--- config.mk ---
export PLATFORM = sky130hd
export DESIGN_NAME = pi_loop_sequencer
export DESIGN_NICKNAME = d
export VERILOG_FILES = /design/src/rtl/pi_loop_sequencer.sv
export SDC_FILE = /design/constraint.sdc
export NUM_CORES = 1
export LEC_CHECK = 0
export BUFFER_PORTS_ARGS = -buffer_cell sky130_fd_sc_hd__buf_4
export CORE_AREA = 2 2 75 95
export DETAILED_ROUTE_END_ITERATION = 16
export DIE_AREA = 0 0 77 97
export GPL_TIMING_DRIVEN = 0
export PLACE_DENSITY = 0.8
export SETUP_SLACK_MARGIN = 0.15
export SKIP_CTS_REPAIR_TIMING = 1
export SYNTH_ARGS = -nofsm -noshare
export SYNTH_HDL_FRONTEND = slang
export SYNTH_SLANG_ARGS = --single-unit
--- constraint.sdc ---
create_clock -name clk -period 7.94 [get_ports clk]
set_input_delay 1.588 -clock clk [delete_from_list [all_inputs] [get_ports clk]]
set_output_delay 1.588 -clock clk [all_outputs]
set_load 0.05 [all_outputs]
--- src/rtl/pi_loop_sequencer.sv ---
// Start/stop, soft-start ramp, bumpless PI handoff, setpoint keys and fault latch for the resonant converter.
// Optional ADC watchdog (and its WDOG_CYC parameter) is built only when SEQ_WDOG_EN is defined.
module pi_loop_sequencer #(
    parameter int CNT_MAX      = 625,
    parameter int CNT_MIN      = 416,
    parameter int RAMP_DIV     = 50,
    parameter int VO_GOAL_DEF  = 3430,
    parameter int VO_GOAL_MAX  = 4000,
    parameter int VO_GOAL_MIN  = 2000,
    parameter int VO_STEP      = 5,
    parameter int HANDOFF_BAND = 64,
    parameter int VO_OVP       = 4050
`ifdef SEQ_WDOG_EN
    ,
    parameter int WDOG_CYC     = 1000
`endif
) (
    input  logic               clk,
    input  logic               rstp,
    input  logic               start,
    input  logic               stop,
    input  logic               fault_clr,
    input  logic               key_add,
    input  logic               key_sub,
    input  logic               adc_valid,
    input  logic signed [12:0] vo,
    input  logic        [11:0] pi_cnt,
    output logic signed [12:0] vo_goal,
    output logic               pi_en,
    output logic               pi_preset,
    output logic        [11:0] preset_cnt,
    output logic        [11:0] freq_cnt,
    output logic               drv_en,
    output logic        [1:0]  state,
    output logic        [1:0]  fault_code
);

    typedef enum logic [1:0] {
        ST_IDLE  = 2'd0,
        ST_SOFT  = 2'd1,
        ST_RUN   = 2'd2,
        ST_FAULT = 2'd3
    } state_t;

    localparam logic [1:0] FC_NONE = 2'b00;
    localparam logic [1:0] FC_OVP  = 2'b01;

    localparam int DIV_W = $clog2(RAMP_DIV + 1);
    localparam logic [DIV_W-1:0] DIV_LAST = DIV_W'(RAMP_DIV - 1);

    localparam logic        [11:0] CNT_MAX_C  = 12'(CNT_MAX);
    localparam logic        [11:0] CNT_MIN_C  = 12'(CNT_MIN);
    localparam logic signed [12:0] GOAL_DEF_C = 13'(VO_GOAL_DEF);
    localparam logic signed [13:0] GOAL_MAX_C = 14'(VO_GOAL_MAX);
    localparam logic signed [13:0] GOAL_MIN_C = 14'(VO_GOAL_MIN);
    localparam logic signed [13:0] STEP_C     = 14'(VO_STEP);
    localparam logic signed [13:0] BAND_C     = 14'(HANDOFF_BAND);
    localparam logic signed [13:0] OVP_C      = 14'(VO_OVP);

    state_t                state_q, state_d;
    logic        [1:0]     fault_code_q, fault_code_d;
    logic signed [12:0]    vo_goal_q, vo_goal_d;
    logic        [11:0]    freq_cnt_q, freq_cnt_d;
    logic        [DIV_W-1:0] div_q, div_d;
    logic                  key_add_q, key_sub_q;

    logic                  add_edge, sub_edge;
    logic signed [13:0]    vo_ext, goal_ext, goal_up, goal_dn;
    logic                  active, ovp_trip, handoff, wdog_trip;
    logic        [11:0]    pi_cnt_clamped;

    assign add_edge = key_add & ~key_add_q;
    assign sub_edge = key_sub & ~key_sub_q;

    // Both operands widened to 14 bits so the goal-minus-band threshold cannot wrap.
    assign vo_ext   = {vo[12], vo};
    assign goal_ext = {vo_goal_q[12], vo_goal_q};
    assign goal_up  = goal_ext + STEP_C;
    assign goal_dn  = goal_ext - STEP_C;

    assign active   = (state_q == ST_SOFT) || (state_q == ST_RUN);
    assign ovp_trip = active && adc_valid && (vo_ext >= OVP_C);
    assign handoff  = adc_valid && (vo_ext >= (goal_ext - BAND_C));

    always_comb begin
        pi_cnt_clamped = pi_cnt;
        if (pi_cnt > CNT_MAX_C) begin
            pi_cnt_clamped = CNT_MAX_C;
        end else if (pi_cnt < CNT_MIN_C) begin
            pi_cnt_clamped = CNT_MIN_C;
        end
    end

`ifdef SEQ_WDOG_EN
    localparam logic [1:0]  FC_WDOG = 2'b10;
    localparam logic [15:0] WDOG_C  = 16'(WDOG_CYC);

    logic [15:0] wdog_q, wdog_d;

    always_comb begin
        wdog_d = wdog_q;
        if (adc_valid || !active) begin
            wdog_d = '0;
        end else if (wdog_q != 16'hFFFF) begin
            wdog_d = wdog_q + 16'd1;
        end
    end

    always_ff @(posedge clk) begin
        if (rstp) begin
            wdog_q <= '0;
        end else begin
            wdog_q <= wdog_d;
        end
    end

    assign wdog_trip = active && (wdog_q >= WDOG_C);
`else
    assign wdog_trip = 1'b0;
`endif

    // State register
    always_ff @(posedge clk) begin
        if (rstp) begin
            state_q      <= ST_IDLE;
            fault_code_q <= FC_NONE;
        end else begin
            state_q      <= state_d;
            fault_code_q <= fault_code_d;
        end
    end

    // Next-state logic: fault beats stop, stop beats handoff/ramp.
    always_comb begin
        state_d      = state_q;
        fault_code_d = fault_code_q;
        case (state_q)
            ST_IDLE: begin
                if (start) begin
                    state_d = ST_SOFT;
                end
            end
            ST_SOFT, ST_RUN: begin
                if (ovp_trip) begin
                    state_d      = ST_FAULT;
                    fault_code_d = FC_OVP;
                end else if (wdog_trip) begin
`ifdef SEQ_WDOG_EN
                    state_d      = ST_FAULT;
                    fault_code_d = FC_WDOG;
`endif
                end else if (stop) begin
                    state_d = ST_IDLE;
                end else if ((state_q == ST_SOFT) && (handoff || (freq_cnt_q == CNT_MAX_C))) begin
                    state_d = ST_RUN;
                end
            end
            ST_FAULT: begin
                if (fault_clr && !start) begin
                    state_d      = ST_IDLE;
                    fault_code_d = FC_NONE;
                end
            end
            default: begin
                state_d = ST_IDLE;
            end
        endcase
    end

    // Output logic
    always_comb begin
        drv_en    = 1'b0;
        pi_en     = 1'b0;
        pi_preset = 1'b1;
        case (state_q)
            ST_SOFT: begin
                drv_en = 1'b1;
            end
            ST_RUN: begin
                drv_en    = 1'b1;
                pi_en     = 1'b1;
                pi_preset = 1'b0;
            end
            default: begin
            end
        endcase
    end

    // The RUN update uses pi_cnt registered, so the first RUN cycle still shows the ramp value.
    always_comb begin
        div_d      = '0;
        freq_cnt_d = CNT_MIN_C;
        case (state_q)
            ST_SOFT: begin
                freq_cnt_d = freq_cnt_q;
                if (div_q == DIV_LAST) begin
                    div_d = '0;
                    if (freq_cnt_q < CNT_MAX_C) begin
                        freq_cnt_d = freq_cnt_q + 12'd1;
                    end
                end else begin
                    div_d = div_q + 1'b1;
                end
            end
            ST_RUN: begin
                freq_cnt_d = pi_cnt_clamped;
            end
            default: begin
            end
        endcase
        if ((state_d == ST_IDLE) || (state_d == ST_FAULT)) begin
            div_d      = '0;
            freq_cnt_d = CNT_MIN_C;
        end
    end

    always_comb begin
        vo_goal_d = vo_goal_q;
        if (add_edge && !sub_edge) begin
            vo_goal_d = (goal_up > GOAL_MAX_C) ? GOAL_MAX_C[12:0] : goal_up[12:0];
        end else if (sub_edge && !add_edge) begin
            vo_goal_d = (goal_dn < GOAL_MIN_C) ? GOAL_MIN_C[12:0] : goal_dn[12:0];
        end
    end

    always_ff @(posedge clk) begin
        if (rstp) begin
            vo_goal_q  <= GOAL_DEF_C;
            freq_cnt_q <= CNT_MIN_C;
            div_q      <= '0;
            key_add_q  <= 1'b0;
            key_sub_q  <= 1'b0;
        end else begin
            vo_goal_q  <= vo_goal_d;
            freq_cnt_q <= freq_cnt_d;
            div_q      <= div_d;
            key_add_q  <= key_add;
            key_sub_q  <= key_sub;
        end
    end

    assign vo_goal    = vo_goal_q;
    assign freq_cnt   = freq_cnt_q;
    assign preset_cnt = freq_cnt_q;
    assign state      = state_q;
    assign fault_code = fault_code_q;

endmodule

Word level (Yosys, flattened, before mapping)
Cells that the tools add are included.
{"block": "word_totals", "ff_bits": 37, "in_bits": 33, "output_inout_bits": 44, "elab_cells": 77}
{"block": "classes", "n_addsub": 5, "order_cmp": 7, "n_eq_ne": 10, "muxes": 21, "bitwise_logic": 5, "n_reduce_logical": 22}
{"cell": "13-bit two-way mux", "count": 4}
{"cell": "12-bit two-way mux", "count": 4}
{"cell": "12-bit one-hot mux with 2 select lines", "count": 1}
{"cell": "13-bit by 4-bit adder with 14-bit output (second input constant)", "count": 1}
{"cell": "13-bit by 14-bit >= comparator with 1-bit output", "count": 1}
{"cell": "14-bit by 13-bit greater-than comparator with 1-bit output (second input constant)", "count": 1}
{"cell": "14-bit by 12-bit less-than comparator with 1-bit output (second input constant)", "count": 1}
{"cell": "2-bit two-way mux", "count": 7}
{"cell": "13-bit by 4-bit subtractor with 14-bit output (second input constant)", "count": 1}
{"cell": "13-bit by 8-bit subtractor with 14-bit output (second input constant)", "count": 1}
{"cell": "13-bit >= comparator (second input constant)", "count": 1}
{"cell": "12-bit by 1-bit adder with 12-bit output (second input constant)", "count": 1}
{"cell": "12-bit by 10-bit == test with 1-bit output (second input constant)", "count": 1}
{"cell": "12-bit by 10-bit greater-than comparator with 1-bit output (second input constant)", "count": 1}
{"cell": "12-bit by 10-bit less-than comparator with 1-bit output (second input constant)", "count": 1}
{"cell": "12-bit by 9-bit less-than comparator with 1-bit output (second input constant)", "count": 1}
{"cell": "1-bit logical AND", "count": 7}
{"cell": "6-bit by 1-bit adder with 6-bit output (second input constant)", "count": 1}
{"cell": "2-bit == test (second input constant)", "count": 3}
{"cell": "6-bit == test (second input constant)", "count": 1}
{"cell": "2-bit by 1-bit inequality test with 1-bit output (second input constant)", "count": 3}
{"cell": "2-bit one-hot mux with 3 select lines", "count": 1}
{"cell": "2-bit logical NOT", "count": 2}
{"cell": "2-bit one-hot mux with 2 select lines", "count": 1}
{"cell": "12 further kinds", "count": 23}

Depth between registers and ports, before layout
Gate-level depths: netlist of run 1.
{"block": "logic_depth", "depth_word": 12, "depth_mapped": 15, "mapped_depth_nobuf": 13}

Least setup slack after synthesis of run 1
Ideal clock, no wire load.
{"block": "synth_timing", "kind": "input to register", "from": "input vo[3]", "to": "register freq_cnt_q[7], in the netlist freq_cnt[7]", "setup_time_ps": 64, "arrival_ps": 3397, "required_time_ps": 7876, "setup_slack_ps": 4480, "stages": 9, "path_buffers": 1, "path_cell_list": "ha_1 -> a21oi_1 -> o21ai_0 -> o31ai_1 -> a21oi_1 -> o211ai_1 -> mux2i_4 -> buf_6 -> nand3b_1"}
{"block": "synth_between", "elab_chain_len": 11, "elab_cells_between_ends": 14, "cone_classes": "order compare: 2; eq/ne: 1; mux: 4; reduce/logical: 7"}
{"item": "start, declared", "line": "26", "text": "input logic signed [12:0] vo,"}
{"item": "13-bit by 14-bit >= comparator with 1-bit output", "line": "83", "text": "assign handoff = adc_valid && (vo_ext >= (goal_ext - BAND_C));"}
{"item": "1-bit logical AND", "line": "83"}
{"item": "1-bit logical OR", "line": "154", "text": "end else if ((state_q == ST_SOFT) && (handoff || (freq_cnt_q == CNT_MAX_C))) begin"}
{"item": "1-bit logical AND", "line": "154"}
{"item": "2-bit two-way mux", "line": "154"}
{"item": "2-bit two-way mux", "line": "152", "text": "end else if (stop) begin"}
{"item": "2-bit two-way mux *", "line": "144", "text": "if (ovp_trip) begin"}
{"item": "2-bit one-hot mux with 3 select lines *", "line": "137", "text": "case (state_q)"}
{"item": "2-bit == test / 2-bit logical NOT (equally long branches)", "line": "211", "text": "if ((state_d == ST_IDLE) || (state_d == ST_FAULT)) begin"}
{"item": "1-bit logical OR *", "line": "211"}
{"item": "2-bit OR reduction (no line) *"}
{"item": "end signal, assigned", "line": "235", "text": "freq_cnt_q <= freq_cnt_d;"}
{"item": "end, declared", "line": "63", "text": "logic [11:0] freq_cnt_q, freq_cnt_d;"}
Mark *: on every way between the ends. The rest lies on a longest branch, timed or not.
A chain may end at the register's enable or synchronous reset.

Worst setup path after layout of run 1
Ends and elaborated chain as after synthesis.

==> flow_metrics.py, run 1 <==
metrics = {
    "outcome": {
        "run_status": "finished, final reports clean",
    },
    "yosys": {
        "synth.net_count": 521,
        "synth_cells": 460,
        "synth.cell_area_um2": 3543,
        "synth.avg_cell_area_um2": 7.703,
        "synth_enable_flop_cells": 0,
        "synth-seq-area-share_pct": 20.34,
        "ys_seq_elements": 36,
        "synth_cell_types": 75,
        "synth_warnings": 0,
        "synthArstFlopShare_pct": 0,
        "ys.flop_type": "sky130_fd_sc_hd__dfxtp_1",
    },
    "finish": {
        "reg_area_um2": 720.7,
        "nFillCells": 592,
        "drive_above_1_share_pct": 23.80,
        "syn_to_final_growth_pct": 21.40,
        "layout.nets": 602,
        "antenna_cells": 0,
        "multi_input_comb_area_um2": 2519,
    },
    "route": {
        "routed-via-count": 3816,
        "route.final.wire_length_mm": 10.23,
        "vias_per_cell": 6.067,
        "drt-initial-drc-count": 225,
        "drc_errors": 0,
        "post_drt_antenna_nets": 0,
        "first_pass_iters": 4,
        "wirelength_per_cell_um": 16.26,
    },
    "setup_path": {
        "worstPathMaxFanout": 10,
        "slowest_stage": "sky130_fd_sc_hd__mux2i_4",
        "cp.required_ps": 8170,
        "worstPathBufferInverterCount": 2,
        "path_class": "in2reg",
        "critPathLaunchType": "primary input",
        "critPathMostFrequentCell": "sky130_fd_sc_hd__a21oi_1",
        "cp_data_arrival_time_ps": 3890,
        "crit_family": "compound AO/OA/AOI/OAI gates",
        "worst_setup_end_kind": "flop",
        "critPathMaxStageDelay_ps": 490,
        "cell_chain_critical_path": "buf_4 -> ha_1 -> a21oi_1 -> o21ai_0 -> o31ai_1 -> a21oi_1 -> o211ai_1 -> mux2i_4 -> buf_6 -> nand3b_1",
    },
    "timing": {
        "timing_max_transition_violations_final": 0,
        "final_worst_path_period_need_ps": 3662,
        "endpoints_failing_setup": 0,
        "worst_slew_pin_tran_ps": 687.0,
        "fin_skew_ps": 15.59,
        "number_of_hold_violations_in_the_final_report": 0,
        "clock.fmax_ghz": 0.2731,
        "relSlewSlack_pct": 54.20,
        "totalNegativeSetupSlack_ps": 0,
        "final_min_period_over_clock_period_pct": 46.12,
        "grt_setup_unrepaired": "no",
    },
    "clock_network": {
        "clock_path_buffers": 2,
        "tritoncts": "yes",
        "clock_insertion_delay_at_the_later_pin_of_the_skew_report_ps": 300,
        "clock-root-buffer": "sky130_fd_sc_hd__clkbuf_8",
        "clk_pin_slew_worst_paths_ps": 70,
        "htree_levels": 2,
        "cts_sinks": 36,
        "cts_inserted_buffers": 5,
    },
    "flow_run": {
        "timing.max_cap.violations": 0,
    },
    "global_route": {
        "grt_antenna_before_repair": 0,
        "grt_max_degree": 12,
        "grt_pass1_vias": 3689,
        "grt_pass1_wl_mm": 16.92,
        "grt_overflow": 0,
        "globalRouteTotalUtil_pct": 27.39,
    },
    "floorplan": {
        "num_rows": 33,
        "die_area_um2": 7469,
        "floorplan.io_pins": 77,
        "starting_utilization_of_the_core_area_pct": 54.32,
        "chip_width_um": 77,
        "height_of_the_die_um": 97,
        "core_area_um2": 6524,
    },
    "place": {
        "place.detailed.hpwl_mm": 7.910,
        "placement.io_buffers": 74,
        "globalplace.congestion": 0.9335,
    },
    "power_and_ir_drop": {
        "power_density_nw_per_um2": 159.9,
        "totalPowerFinal_mw": 0.6880,
        "ir_worst_vdd_mv": 0.1109,
        "leakage_nw": 1.766,
    },
    "hold_path": {
        "min_path_type": "reg2reg",
    },
}
[power by group]
part           internal [mW]  switching [mW]  total (mW)
logic                  0.124           0.211       0.335
clock network         0.0707          0.0716       0.142
registers              0.193          0.0183       0.211
[metrics by stage]
| step | utilization, % | cell area [um^2] | setup slack, ps | hold WS (ps) | instances |
|---|---|---|---|---|---|
| final | 65.94 | 4302 | 4278 | 539.1 | 629 |
| after global routing | 65.94 | 4302 | 4089 | 561.4 | 629 |
| after global placement | 64.50 | 4208 | 4035 | 512.9 | 621 |
| after CTS | 65.94 | 4302 | 4297 | 528.2 | 629 |
| after floorplan | - | 3543 | 4480 | 533.7 | 460 |
| after detailed placement | 64.50 | 4208 | 3994 | 514.3 | 621 |
[state kept, by name, summed over array words and instances (netlist names)]
name	count
freq_cnt	12
div_q	6
fault_code	1
key_add_q	1
vo_goal	13
state	2
key_sub_q	1
[worst min-delay path: stages (launching register included)]
cell and delay, ps:
sky130_fd_sc_hd__dfxtp_1 370, sky130_fd_sc_hd__nand3_1 90, sky130_fd_sc_hd__nor2_1 40
[per-layer routing]
layer  GRT usage, %  part of all wire (%)  up-vias
met2          51.82                    53      145
met5              0                     0        -
met3          3.078                   3.9       30
met4          13.32                   4.0        0
met1          29.67                    39     1803
li1               -                     -     1838
[cell families after synthesis]
logic type / Yosys count / share of synthesized area (%)
AO/OA/AOI/OAI: 121 / 24.86
XOR/XNOR: 24 / 5.932
adder cells (fa/ha/maj): 28 / 9.887
buffers and inverters: 59 / 8.580
flip-flops: 36 / 20.34
multiplexers: 6 / 2.189
other: 1 / 0.1058
AND/OR/NAND/NOR: 185 / 28.11
[final timing paths]
kind | startpoint | to | slack, ps | cells after the start
worst max-delay path | vo[3] | freq_cnt[7]$_SDFFE_PP1P_ | 4280 | 10
worst min-delay path | freq_cnt[10]$_SDFFE_PP0P_ | freq_cnt[10]$_SDFFE_PP0P_ | 540 | 2
worst max register to register | vo_goal[6]$_SDFFE_PP1P_ | freq_cnt[7]$_SDFFE_PP1P_ | 4310 | 15
worst min register to register | freq_cnt[10]$_SDFFE_PP0P_ | freq_cnt[10]$_SDFFE_PP0P_ | 540 | 2
[cell type report]
cell class	instances	area share [%]
buffer	37	5.148
clock buffer	7	2.007
sequential	36	16.75
inverter	22	1.920
timing repair buffer	74	12.91
multi-input combinational	365	58.55
tap	87	2.531
clock inverter	1	0.1745
[cells in the final DEF, fill, tap and decap left out, types with 4 or more instances in the layout]
cell type                   instances
sky130_fd_sc_hd__nand3b_1           5
sky130_fd_sc_hd__nand3_1           22
sky130_fd_sc_hd__dfxtp_1           36
sky130_fd_sc_hd__a21o_1             4
sky130_fd_sc_hd__clkbuf_1          11
sky130_fd_sc_hd__a32oi_1            4
sky130_fd_sc_hd__xnor2_1           17
sky130_fd_sc_hd__o211ai_1           4
sky130_fd_sc_hd__buf_4             89
sky130_fd_sc_hd__nor3_1            15
sky130_fd_sc_hd__nor2_1            42
sky130_fd_sc_hd__o2bb2ai_1          6
sky130_fd_sc_hd__ha_1              28
sky130_fd_sc_hd__nor3b_1           10
sky130_fd_sc_hd__inv_1             22
sky130_fd_sc_hd__nand4_1           12
sky130_fd_sc_hd__and4_1             4
sky130_fd_sc_hd__xor2_1             7
sky130_fd_sc_hd__a21oi_1           28
sky130_fd_sc_hd__o21ai_0           21
sky130_fd_sc_hd__nand2_1           34
sky130_fd_sc_hd__nand2b_1           8
sky130_fd_sc_hd__clkbuf_8           6
sky130_fd_sc_hd__nor2b_1           10
sky130_fd_sc_hd__a22oi_1            5
sky130_fd_sc_hd__a31oi_1            7
sky130_fd_sc_hd__mux2i_1            4
sky130_fd_sc_hd__buf_2              9
[Yosys cell counts, types with 4 or more instances]
cell                        instances  share of area [%]
sky130_fd_sc_hd__a21o_1             4               0.85
sky130_fd_sc_hd__a21oi_1           28                4.0
sky130_fd_sc_hd__a22oi_1            5                1.1
sky130_fd_sc_hd__a31oi_1            7                1.2
sky130_fd_sc_hd__a32oi_1            4               0.99
sky130_fd_sc_hd__and4_1             4               0.99
sky130_fd_sc_hd__buf_2              9                1.3
sky130_fd_sc_hd__buf_4             15                3.2
sky130_fd_sc_hd__clkbuf_1          10                1.1
sky130_fd_sc_hd__dfxtp_1           36                 20
sky130_fd_sc_hd__ha_1              28                9.9
sky130_fd_sc_hd__inv_1             22                2.3
sky130_fd_sc_hd__mux2i_1            4                1.1
sky130_fd_sc_hd__nand2_1           34                3.6
sky130_fd_sc_hd__nand2b_1           8                1.4
sky130_fd_sc_hd__nand3_1           22                3.1
sky130_fd_sc_hd__nand3b_1           5                1.1
sky130_fd_sc_hd__nand4_1           12                2.1
sky130_fd_sc_hd__nor2_1            42                4.4
sky130_fd_sc_hd__nor2b_1           10                1.8
sky130_fd_sc_hd__nor3_1            15                2.1
sky130_fd_sc_hd__nor3b_1           10                2.1
sky130_fd_sc_hd__o211ai_1           4               0.85
sky130_fd_sc_hd__o21ai_0           21                3.0
sky130_fd_sc_hd__o2bb2ai_1          6                1.5
sky130_fd_sc_hd__xnor2_1           17                4.2
sky130_fd_sc_hd__xor2_1             7                1.7
Note: power is estimated with default switching activity, not from simulation.
==> run 2: changes to the inputs <==
- ABC_AREA: unset -> 1
- CORE_AREA: 2 2 75 95 -> 2 2 71 90
- DIE_AREA: 0 0 77 97 -> 0 0 73 92
- PLACE_DENSITY: 0.8 -> 0.82
- clock period: 7.94 -> 3.75 ns (I/O delays scaled with it)
==> flow_metrics.py, run 2 <==
metrics = {
    "floorplan": {
        "num_rows": 32,
        "chip_width_um": 73,
        "height_of_the_die_um": 92,
        "core_area_um2": 5966,
        "floorplan.io_pins": 77,
        "die_area_um2": 6716,
        "starting_utilization_of_the_core_area_pct": 53.23,
    },
    "global_route": {
        "groute.layer.met1.usage_pct": 27.27,
        "grt_pass1_wl_mm": 13.81,
        "globalRouteTotalUtil_pct": 25.15,
        "grt_antenna_before_repair": 0,
        "grt_max_degree": 13,
        "grt_most_used_layer": "met2",
        "globalRouteMet2Util_pct": 46.32,
        "grt_pass1_vias": 3243,
        "grt_overflow": 0,
        "met3_usage_pct": 3.297,
    },
    "finish": {
        "most-common-layout-cells": "94 x sky130_fd_sc_hd__nand2_1, 88 x sky130_fd_sc_hd__buf_4, 62 x sky130_fd_sc_hd__inv_1",
        "layout_commonest_cell": "sky130_fd_sc_hd__nand2_1",
        "reg_area_um2": 721.9,
        "multi_input_comb_area_um2": 2068,
        "largest_register_ffs": 13,
        "layout.nets": 627,
        "drive_above_1_share_pct": 22.05,
        "antenna_cells": 0,
        "nFillCells": 553,
        "syn_to_final_growth_pct": 23.60,
        "finish.instance_area_um2": 3925,
    },
    "route": {
        "route.final.wire_length_mm": 8.336,
        "drt-initial-drc-count": 159,
        "wirelength_per_cell_um": 13.13,
        "first_pass_iters": 5,
        "post_drt_antenna_nets": 0,
        "routed-via-count": 3427,
        "drc_errors": 0,
        "vias_per_cell": 5.397,
    },
    "timing": {
        "final_min_period_over_clock_period_pct": 86.31,
        "relSlewSlack_pct": 65.84,
        "fin_skew_ps": 6.775,
        "timing_max_transition_violations_final": 0,
        "worst_slew_pin_tran_ps": 512.4,
        "final_worst_path_period_need_ps": 3237,
        "endpoints_failing_setup": 0,
        "totalNegativeSetupSlack_ps": 0,
        "holdWs_ps": 476.9,
        "number_of_hold_violations_in_the_final_report": 0,
        "clock.fmax_ghz": 0.3090,
        "grt_setup_unrepaired": "no",
    },
    "hold_path": {
        "min_path_type": "reg2reg",
    },
    "yosys": {
        "synth_warnings": 0,
        "synthArstFlopShare_pct": 0,
        "synth_cell_count_leaders": "94 x sky130_fd_sc_hd__nand2_1, 62 x sky130_fd_sc_hd__inv_1, 54 x sky130_fd_sc_hd__nor2_1",
        "ys_seq_elements": 36,
        "synth_largest_type_area_fraction_pct": 22.70,
        "synth-seq-area-share_pct": 22.70,
        "synth_enable_flop_cells": 0,
        "synth.net_count": 545,
        "yosys.cell_count.top_type": "sky130_fd_sc_hd__nand2_1",
        "synth.cell_area_um2": 3176,
        "synth_cell_types": 40,
        "synth_top_cell_by_area": "sky130_fd_sc_hd__dfxtp_1",
        "synth_area_leaders": "sky130_fd_sc_hd__dfxtp_1 23%, sky130_fd_sc_hd__nand2_1 11%, sky130_fd_sc_hd__ha_1 11%",
        "synth_cells": 484,
        "ys.flop_type": "sky130_fd_sc_hd__dfxtp_1",
        "synth.avg_cell_area_um2": 6.561,
    },
    "outcome": {
        "run_status": "finished, final reports clean",
    },
    "power_and_ir_drop": {
        "ir_worst_vdd_mv": 0.2614,
        "power_density_nw_per_um2": 342.2,
        "totalPowerFinal_mw": 1.343,
        "leakage_nw": 1.896,
    },
    "clock_network": {
        "htree_levels": 2,
        "cts_sinks": 36,
        "clock_insertion_delay_at_the_later_pin_of_the_skew_report_ps": 290,
        "cts_inserted_buffers": 5,
        "clock_path_buffers": 2,
        "clk_pin_slew_worst_paths_ps": 80,
        "clock-root-buffer": "sky130_fd_sc_hd__clkbuf_8",
        "tritoncts": "yes",
    },
    "setup_path": {
        "worstPathMaxFanout": 6,
        "slowest_stage": "sky130_fd_sc_hd__dfxtp_1",
        "crit_family": "simple AND/OR/NAND/NOR gates",
        "worst_setup_end_kind": "flop",
        "path_class": "reg2reg",
        "cp_data_arrival_time_ps": 3420,
        "critPathMaxStageDelay_ps": 370,
        "reg2reg_slack_ps": 510,
        "critPathMostFrequentCell": "sky130_fd_sc_hd__nand2_1",
        "cell_chain_critical_path": "inv_1 -> ha_2 -> nand3_1 -> xor2_1 -> ha_1 -> nand2_1 -> nor2_1 -> inv_1 -> nor2_1 -> nand2_1 -> nand2_1 -> nand2_1 -> nand3_1 -> nand2_1 -> nand2_1 -> nand2_1 -> nand3_1 -> nand2_1 -> nand2_1 -> nand2_1 -> nand2_1 -> nand3_2 -> nand4_2 -> nor2_1",
        "worstPathBufferInverterCount": 2,
        "cp.required_ps": 3940,
        "critPathLaunchType": "flop",
    },
    "place": {
        "globalplace.congestion": 0.9283,
        "place.detailed.hpwl_mm": 6.806,
        "placement.io_buffers": 75,
        "placed_area_um2": 3824,
    },
    "flow_run": {
        "timing.max_cap.violations": 0,
    },
}
## run 2: layer usage
| metal | part of all wire [%] | vias to the layer above |
|---|---|---|
| li1 | - | 1746 |
| met1 | 40 | 1540 |
| met2 | 53 | 117 |
| met3 | 4.6 | 24 |
| met4 | 3.0 | 0 |
| met5 | 0 | - |
## run 2: power by group
group | internal [mW] | switching, mW
logic | 0.205 | 0.396
registers | 0.410 | 0.0460
clock network | 0.130 | 0.156
## run 2: cells by family after synthesis
logic type / count (synthesis) / synth area share (%)
compound gates: 84 / 15.52
simple gates: 216 / 30.61
flops: 36 / 22.69
fa+ha+maj: 28 / 11.03
buf+inv: 92 / 12.57
other cells: 1 / 0.1181
xor+xnor: 27 / 7.447
## run 2: tightest hold or removal path: stages, from the launching register on
cell	delay, ps
sky130_fd_sc_hd__dfxtp_1	320
sky130_fd_sc_hd__nand2_1	60
sky130_fd_sc_hd__a21oi_1	50
## run 2: layout make-up
type / instances / area share (%)
Tap cell: 68 / 2.168
Buffer: 23 / 3.570
Multi-Input combinational cell: 356 / 52.69
Clock buffer: 5 / 1.753
Clock inverter: 3 / 0.4782
Inverter: 69 / 6.599
Sequential cell: 36 / 18.39
Timing Repair Buffer: 75 / 14.34
## run 2: path summary, 6_finish.rpt
| kind | endpoint | depth (start not counted) | startpoint |
|---|---|---|---|
| max | div_q[0]$_SDFF_PP0_ | 24 | vo_goal[7]$_SDFFE_PP0P_ |
| min | fault_code[0]$_SDFFE_PP0P_ | 2 | fault_code[0]$_SDFFE_PP0P_ |
| max reg2reg | div_q[0]$_SDFF_PP0_ | 24 | vo_goal[7]$_SDFFE_PP0P_ |
| min reg2reg | fault_code[0]$_SDFFE_PP0P_ | 2 | fault_code[0]$_SDFFE_PP0P_ |
## run 2: stage by stage
step / instances / setup WS, ps / utilization (%)
floorplan: 484 / 540.6 / -
global placement: 627 / 401.0 / 64.09
detailed placement: 627 / 410.4 / 64.09
CTS: 635 / 377.1 / 65.56
global route: 635 / 161.6 / 65.79
finish: 635 / 513.3 / 65.79
